===== src/rtl/squash_subband_buffer.sv =====
`default_nettype none
// ============================================================================
// Module  : squash_subband_buffer
// Brief   : Ping-pong line buffer; replays (L,H) pairs as an L band then an H band.
// Revision: 1.0
// ============================================================================
module squash_subband_buffer #(
  parameter int DATA_W     = 8,
  parameter int LINE_PAIRS = 4
) (
  input  logic              clk,
  input  logic              rst,
  input  logic              in_valid,
  input  logic [DATA_W-1:0] in_L,
  input  logic [DATA_W-1:0] in_H,
  output logic              in_ready,
  output logic              out_valid,
  output logic [DATA_W-1:0] out_data,
  output logic              out_band,
  output logic              out_last,
  input  logic              out_ready
);

  localparam int IDX_W = $clog2(LINE_PAIRS);
  localparam int CNT_W = IDX_W + 1;
  localparam logic [IDX_W-1:0] C_WR_LAST = IDX_W'(LINE_PAIRS - 1);
  localparam logic [CNT_W-1:0] C_RD_LAST = CNT_W'(2 * LINE_PAIRS - 1);

  logic [DATA_W-1:0] r_mem_l [0:1][0:LINE_PAIRS-1];
  logic [DATA_W-1:0] r_mem_h [0:1][0:LINE_PAIRS-1];

  logic [1:0]       r_full;
  logic             r_wbank;
  logic             r_rbank;
  logic [IDX_W-1:0] r_wr_idx;
  logic [CNT_W-1:0] r_rd_cnt;

  logic             w_accept;
  logic             w_xfer;
  logic             w_wr_last;
  logic             w_rd_last;
  logic             w_band;
  logic [IDX_W-1:0] w_idx;
  logic [1:0]       w_full_nxt;

  assign in_ready  = !r_full[r_wbank];
  assign w_accept  = in_valid && in_ready;
  assign w_xfer    = out_valid && out_ready;
  assign w_wr_last = (r_wr_idx == C_WR_LAST);
  assign w_rd_last = (r_rd_cnt == C_RD_LAST);
  assign w_band    = r_rd_cnt[CNT_W-1];
  assign w_idx     = r_rd_cnt[IDX_W-1:0];

  // Writer only touches a non-full bank and reader only a full one, so the
  // set and clear below never target the same flag.
  always_comb begin
    w_full_nxt = r_full;
    if (w_accept && w_wr_last) w_full_nxt[r_wbank] = 1'b1;
    if (w_xfer && w_rd_last)   w_full_nxt[r_rbank] = 1'b0;
  end

  always_comb begin
    out_valid = r_full[r_rbank];
    out_data  = '0;
    if (out_valid) out_data = w_band ? r_mem_h[r_rbank][w_idx] : r_mem_l[r_rbank][w_idx];
    out_band  = w_band && out_valid;
    out_last  = out_valid && w_rd_last;
  end

  always_ff @(posedge clk or posedge rst) begin
    if (rst) begin
      r_full   <= 2'b00;
      r_wbank  <= 1'b0;
      r_rbank  <= 1'b0;
      r_wr_idx <= '0;
      r_rd_cnt <= '0;
    end else begin
      r_full <= w_full_nxt;
      if (w_accept) begin
        r_wr_idx <= w_wr_last ? '0 : r_wr_idx + IDX_W'(1);
        if (w_wr_last) r_wbank <= ~r_wbank;
      end
      if (w_xfer) begin
        r_rd_cnt <= w_rd_last ? '0 : r_rd_cnt + CNT_W'(1);
        if (w_rd_last) r_rbank <= ~r_rbank;
      end
    end
  end

  // Coefficient storage carries no reset; partial lines are simply overwritten.
  always_ff @(posedge clk) begin
    if (w_accept) begin
      r_mem_l[r_wbank][r_wr_idx] <= in_L;
      r_mem_h[r_wbank][r_wr_idx] <= in_H;
    end
  end

endmodule
`default_nettype wire


===== config.mk =====
export PLATFORM = sky130hd
export DESIGN_NAME = squash_subband_buffer
export DESIGN_NICKNAME = d
export VERILOG_FILES = /design/src/rtl/squash_subband_buffer.sv
export SDC_FILE = /design/constraint.sdc
export NUM_CORES = 1
export LEC_CHECK = 0
export CAP_MARGIN = 0
export CORE_MARGIN = 3
export CORE_UTILIZATION = 30
export CTS_CLUSTER_SIZE = 10
export DETAILED_ROUTE_END_ITERATION = 8
export GPL_ROUTABILITY_DRIVEN = 0
export PLACE_DENSITY_LB_ADDON = 0.3
export SYNTH_ARGS = -nofsm -noshare
export SYNTH_HDL_FRONTEND = slang
export SYNTH_SLANG_ARGS = --single-unit

===== constraint.sdc =====
create_clock -name clk -period 3.9 [get_ports clk]
set_input_delay 0.975 -clock clk [delete_from_list [all_inputs] [get_ports clk]]
set_output_delay 0.975 -clock clk [all_outputs]
set_load 0.005 [all_outputs]

Word level (Yosys, flattened, before mapping) --
Memory sizes are Yosys's and may differ from the RTL's. Index checks and enable logic that the tools add are counted.
Cells by class: mux-type cells 24, magnitude comparators 7, reduce and logical (&&, ||, !) cells 12, $add $sub $neg 2, equal/unequal tests 2, bitwise operators 7
Operator list (count):
- $mux 8 | 7
- $bmux 8 s2 | 2
- $mux 32 | 1
- $demux 8 s2 | 1
- $logic_and 1x1->1 | 9
- $mux 1 | 7
- $ge 3x3->1 const B | 2
- $mux 2 | 3
- $not 2->3 | 2
- $lt 1x2->1 const B | 2
- $reduce_and 2->1 | 2
- $add 3x1->3 const B | 1
- $eq 3x3->1 const B | 1
- $lt 3x1->1 const B | 1
- $mux 3 | 1
- $add 2x1->2 const B | 1
- $and 2x2->2 | 1
- $demux 1 s1 | 2
- $eq 2x2->1 const B | 1
- $ge 1x1->1 const B | 2
- $not 1->1 | 2
- $not 2->2 | 1
- $or 2x2->2 | 1
- $logic_not 1->1 | 1
Word-level totals: output and inout port bits 12, bits in writable memories 128, logic and storage cells 61, input bits 20, register bits 9, memories 2
Memories:
- r_mem_h | depth 2, width 32, read ports 1, clocked after Yosys merged registers in 0, wr ports 1, line 30 | logic [DATA_W-1:0] r_mem_h [0:1][0:LINE_PAIRS-1];
- r_mem_l | depth 2, width 32, read ports 1, clocked after Yosys merged registers in 0, wr ports 1, line 29 | logic [DATA_W-1:0] r_mem_l [0:1][0:LINE_PAIRS-1];

Longest topological paths before layout --
Gate-level depths: netlist of the first run.
depth after elaboration 8, depth in mapped cells 5, gate-level depth less buffers 5

Worst setup path before layout of the first run --
Ideal clock, no wire load.
path kind reg2out, start register r_rbank, end output out_data[2], required time 2.925 ns, stages on the path, launching flop included 6, buffers on the path 2, slack 1.555 ns, arrival 1.370 ns, cells stage by stage dfrtp_1 > buf_6 > buf_8 > mux4_1 > mux2i_1 > o22ai_1
On the way: cells in the longest elaborated chain, start to end 6, elaborated cells between the ends (all ways) 12, those cells by class 10 x mux; 2 x memory
Ends and longest elaborated chain:
- start: declaration | line 34 | logic r_rbank;
- start signal: assignment | line 85 | if (w_rd_last) r_rbank <= ~r_rbank;
- $mem_v2 2x32, on equally long branches
- $bmux 8 s2 | line 65 | if (out_valid) out_data = w_band ? r_mem_h[r_rbank][w_idx] : r_mem_l[r_rbank][w_idx];
- $mux 8 (implied by the code) (2 in a row) | line 65
- $mux 8 | line 65
- $mux 8 (*) | line 65
- end: declaration | line 18 | output logic [DATA_W-1:0] out_data,
Every way passes the cells marked *; elsewhere a longest branch is shown, timed or not. The select of a mux whose other input is x is not followed.

Final worst setup path of the first run --
start register r_rbank, end output out_data[5]
Same word-level chain as after synthesis.

==> results of run 1 <==
flip-flops by register name (all words and copies together) (netlist names):
name / cells
r_mem_h: 64
r_wr_idx: 2
r_mem_l: 64
r_full: 2
r_rd_cnt: 3
r_wbank: 1
r_rbank: 1
per-stage QoR:
step | std cells | hold slack, ps
floorplan | 247 | 512.4
global placement | 506 | 550.3
detailed placement | 506 | 565.7
CTS | 535 | 582.2
global route | 535 | 608.9
finish | 535 | 580.9
logic make-up after synthesis:
kind of cell	count (synthesis)	synth area share, %
flops	137	73.88
mux	55	18.22
simple gates	22	2.226
buf+inv	14	2.726
compound gates	12	1.431
fa+ha+maj	6	1.363
xor+xnor	1	0.1590
worst max-delay path, delay by kind of cell, from the launching register on:
| family | cells | cell delay, ps |
|---|---|---|
| buf+inv | 2 | 740 |
| compound gates | 1 | 130 |
| mux | 2 | 840 |
| flops | 1 | 480 |
layout make-up:
type                            instances  area, µm²  share of cell area, %
Sequential cell                       137       4070                  61.04
Multi-Input combinational cell         96       1289                  19.33
Timing Repair Buffer                   44      432.9                  6.493
Clock buffer                           18      429.2                  6.436
Tap cell                              225      281.5                  4.222
Clock inverter                         11      150.1                  2.252
Inverter                                4      15.01                 0.2252
path summary, 6_finish.rpt:
kind                       cells after the start  slack, ps     endpoint
setup / recovery                               5        340  out_data[5]
hold / removal                                 1        580      r_wbank
setup reg to reg                               5       2160    r_full[0]
hold reg to reg                                1        580      r_wbank
max in group asynchronous                      2       2760      r_rbank
min in group asynchronous                      2        840  r_wr_idx[1]
synthesized netlist by cell type:
master	n
nand2_1	4
o22ai_1	8
clkbuf_8	2
o22a_2	1
nand2b_1	1
buf_8	4
and3b_1	1
nand3_1	1
mux4_2	20
o21ai_0	2
dfrtp_1	9
nand2_2	1
and2_1	8
buf_6	2
o22a_1	1
nor2b_1	1
inv_1	4
xnor2_1	1
nor3b_1	1
mux2i_1	17
and3_1	1
buf_2	1
edfxtp_1	128
mux2_2	6
nor2_1	3
mux4_1	12
buf_12	1
ha_1	6
where the power goes:
group	internal, mW	total, mW	switching, mW
logic	0.771	1.43	0.660
clock network	0.996	1.56	0.561
registers	1.79	1.91	0.118
routing by layer:
metal / vias up / wire length [µm] / track usage [%]
met3: 12 / 417 / 3.202
met1: 1335 / 5076 / 15.90
li1: 1139 / - / -
met2: 52 / 5006 / 17.08
met5: - / 0 / 0
met4: 0 / 133 / 4.091
==> flow_metrics.tcl, run 1 <==
set metrics [dict create \
    startpoint "r_rbank" \
    slew_violations 0 \
    yosysTopAreaCell "edfxtp_1" \
    postSynthCellCount 247 \
    port-buffer-count 31 \
    clock-root-buffer "clkbuf_16" \
    drt_pre_antenna_iters 4 \
    netlist_area_um2 5508 \
    drt-initial-drc-count 142 \
    hold_viol 0 \
    synth.distinct_cells 28 \
    cts_sinks 137 \
    worstPathMaxFanout 10 \
    die_area_um2 20020 \
    cp-end-kind "output port" \
    layout_worst_path_cycle_share_pct 91.39 \
    vdd_drop_max_mv 0.4019 \
    drt-total-wl_mm 10.63 \
    fin_crit_ps 3564 \
    synth_top_area_share_pct 69.79 \
    ys_top_cells_by_area "edfxtp_1, mux4_2, mux4_1" \
    critPathMaxStageDelay_ps 520 \
    final_area_um2 6668 \
    crit_type "reg -> out" \
    die_y_um 141.5 \
    skew_ps 5.739 \
    start_kind "flip-flop" \
    hp-start "r_wbank" \
    cts.clk_slew.worst_paths_ps 50 \
    final_antenna_net_count 0 \
    arrival_ps 2590 \
    fin_ws_ps 335.8 \
    start_util_pct 31.19 \
    antenna_found_initial 0 \
    slew_headroom_pct 57.06 \
    postCtsResizedCells 0 \
    std_cell_rows 48 \
    grt_pass1_vias 2755 \
    cp_cell_sequence "buf_4 > mux4_2 > mux2i_1 > o22ai_1 > clkdlybuf4s50_1" \
    dp_slack_ps 703.8 \
    ys_seq_area_share_pct 73.88 \
    clock.fmax_mhz 280.6 \
    n_antenna_cell 0 \
    synth.ff_latch_count 137 \
    final_common_cell "edfxtp_1" \
    drive_gt1_share_pct 22.58 \
    placed_area_um2 6088 \
    io_pins 32 \
    drc_errors 0 \
    dp_hpwl_mm 6.658 \
    r2r_start "r_rd_cnt[1]" \
    hold_class "reg -> reg" \
    final_cell_mix "edfxtp_1, clkdlybuf4s50_1, mux4_2, mux2i_1, clkbuf_16" \
    grt_setup_unrepaired "false" \
    hold_buffers 0 \
    status "completed" \
    wl_per_cell_um 19.87 \
    ys_warn_count 0 \
    overflow 0 \
    grt_max_degree 31 \
    cap_violations 0 \
    setup_viol 0 \
    grt_use_total_pct 11.36 \
    clock_latency_ps 400 \
    avgSynthCellArea_um2 22.30 \
    clock_path_buffers 2 \
    power_leakage_nw 2.258 \
    syn_nets 273 \
    grt_pass1_wl_mm 16.49 \
    cts_buffers 17 \
    powerDensity_nw_per_um2 734.2 \
    n_fill_cell 1612 \
    vias_per_cell 4.744 \
    crit_required_ps 2920 \
    nets 326 \
    vias 2538 \
    htree_levels 4 \
    die_w_um 141.5 \
    totalPowerFinal_mw 4.895 \
    cts_tree "yes" \
    worst_pin_slew_ps 644.1 \
    core_area_um2 17660 \
    cts_setup_buffers 0 \
    crit_slowest_cell "mux4_2" \
    fin_util_pct 37.76 \
    fin_setup_tns_ps 0 \
    area_growth_pct 21.06 \
]
(Power assumes the default switching activity.)
==> run 2: changes to the inputs <==
SLEW_MARGIN = 10   (was unset)
==> results of run 2 <==
Same layout as run 1: the final DEF is identical, and so are final timing and power.
==> patch, RTL diff (config.mk and constraints of run 2) <==
`LINE_PAIRS`: 4 -> 8.
--- a/src/rtl/squash_subband_buffer.sv
+++ b/src/rtl/squash_subband_buffer.sv
@@ -6,7 +6,7 @@
 // ============================================================================
 module squash_subband_buffer #(
   parameter int DATA_W     = 8,
-  parameter int LINE_PAIRS = 4
+  parameter int LINE_PAIRS = 8
 ) (
   input  logic              clk,
   input  logic              rst,
Function: changed (a bounded check fails within 10 cycles, from zero or initial values and one cycle with rst high).
==> patch against run 2 <==
- area after synthesis increased by 95%
- power grew 64%
- sequential cell count increased by 130
- hold slack got worse by 0.033 ns
- worst setup slack worse by 0.21 ns
- first-iteration DRC count rose to 2.7 times the old value
- routed wire length rose by 140%
- cell count grew 110%
- register-to-register slack lost 0.59 ns
- final area grew 94%
- count of clock-buffer cells in the layout grew 27
- sequential power rose by 86%
- largest cell class unchanged
==> patch: results <==
set metrics [dict create \
    hp-start "r_full[0]$_DFF_PP0_" \
    tightestPinTransition_ns 0.759 \
    synth_fa_ha_area_frac 0.00350 \
    slowest_stage "dfrtp_4" \
    top_regs "r_mem_h: 128 flops, r_mem_l: 128 flops, r_rd_cnt: 4 flops" \
    multi_input_comb_cells 288 \
    nonClkBufAreaFrac 0.0611 \
    wl_met2_mm 12.2 \
    use_met2 0.218 \
    p_leak_nw 4.08 \
    grt_util_met3 0.0264 \
    rr_startpoint "r_wbank$_DFFE_PP0N_" \
    rr_endpoint "r_mem_h[0][59]$_DFFE_PP_" \
    multi_input_comb_area_mm2 0.00276 \
    grt_pass1_vias 6028 \
    synthMuxAreaShare 0.134 \
    arrival_ns 2.80 \
    inverters 2 \
    synth_edf_count 256 \
    period_minus_slack_ns 3.77 \
    n_fill_cell 3212 \
    dp_hpwl_mm 15.2 \
    seq_area_frac_synth 0.742 \
    buffers 82 \
    hold_end "r_full[0]$_DFF_PP0_" \
    clock_area_frac 0.0641 \
    met3WireLength_mm 1.59 \
    grt_pass1_wl_mm 38.1 \
    powerClk_w 0.00245 \
    cts_made_buffers 30 \
    rrSetupSlack_ns 1.57 \
    p_switching_w 0.00234 \
    synth_compound_area_frac 0.0442 \
    crit_fanout 19 \
    grt_max_degree 20 \
    cts_max_level 1 \
    synth_common_cells "edfxtp_1 (256), mux2i_1 (58), nor2_1 (33), nand2_1 (27), mux2_2 (22)" \
    place_ws_ns -0.117 \
    status "completed" \
    synth_xor_area_frac 0.00245 \
    ys_top_cells_by_area "edfxtp_1 (72%), mux2i_1 (5.4%), mux4_2 (2.7%)" \
    seq_area_mm2 0.00797 \
    nClkBuffers 45 \
    synth.distinct_cells 44 \
    dr.pass1.iters 5 \
    grt_util_all_layers 0.131 \
    wl_per_cell_um 22.0 \
    synthArstFlopShare 0.0412 \
    combPwrFrac 0.253 \
    syn_nets 613 \
    clock_latency_ns 0.54 \
]
-- patch: changes by cell type in the layout (fill, tap and decap cells not counted), sizes merged, moves of 16 or more --
cell	before	now
clkbuf	18	46
a211oi	0	16
mux2	6	24
buf	13	50
nor2	3	33
o21ai	2	18
edfxtp	128	256
nor2b	1	18
mux2i	17	58
nand2	5	27
-- patch: what timing repair did --
action,4_1_cts,5_1_grt
buffers inserted,7,0
hold endpoints to repair,0,0
gates resized for setup,37,20
setup endpoints to repair,8,7
gates cloned,2,0
pin swaps,7,6
-- patch: per-stage QoR --
stage                     total power, W  TNS [ns]  hold slack (ns)  instance area, µm²  std cells
after floorplan                  0.00455         0            0.491               10700        590
after global placement           0.00537    -0.387            0.507               11700       1085
after detailed placement         0.00540    -0.263            0.539               11700       1085
after CTS                        0.00803    -0.237            0.550               12800       1139
after global routing             0.00841         0            0.583               12900       1139
final                            0.00803         0            0.548               12900       1139
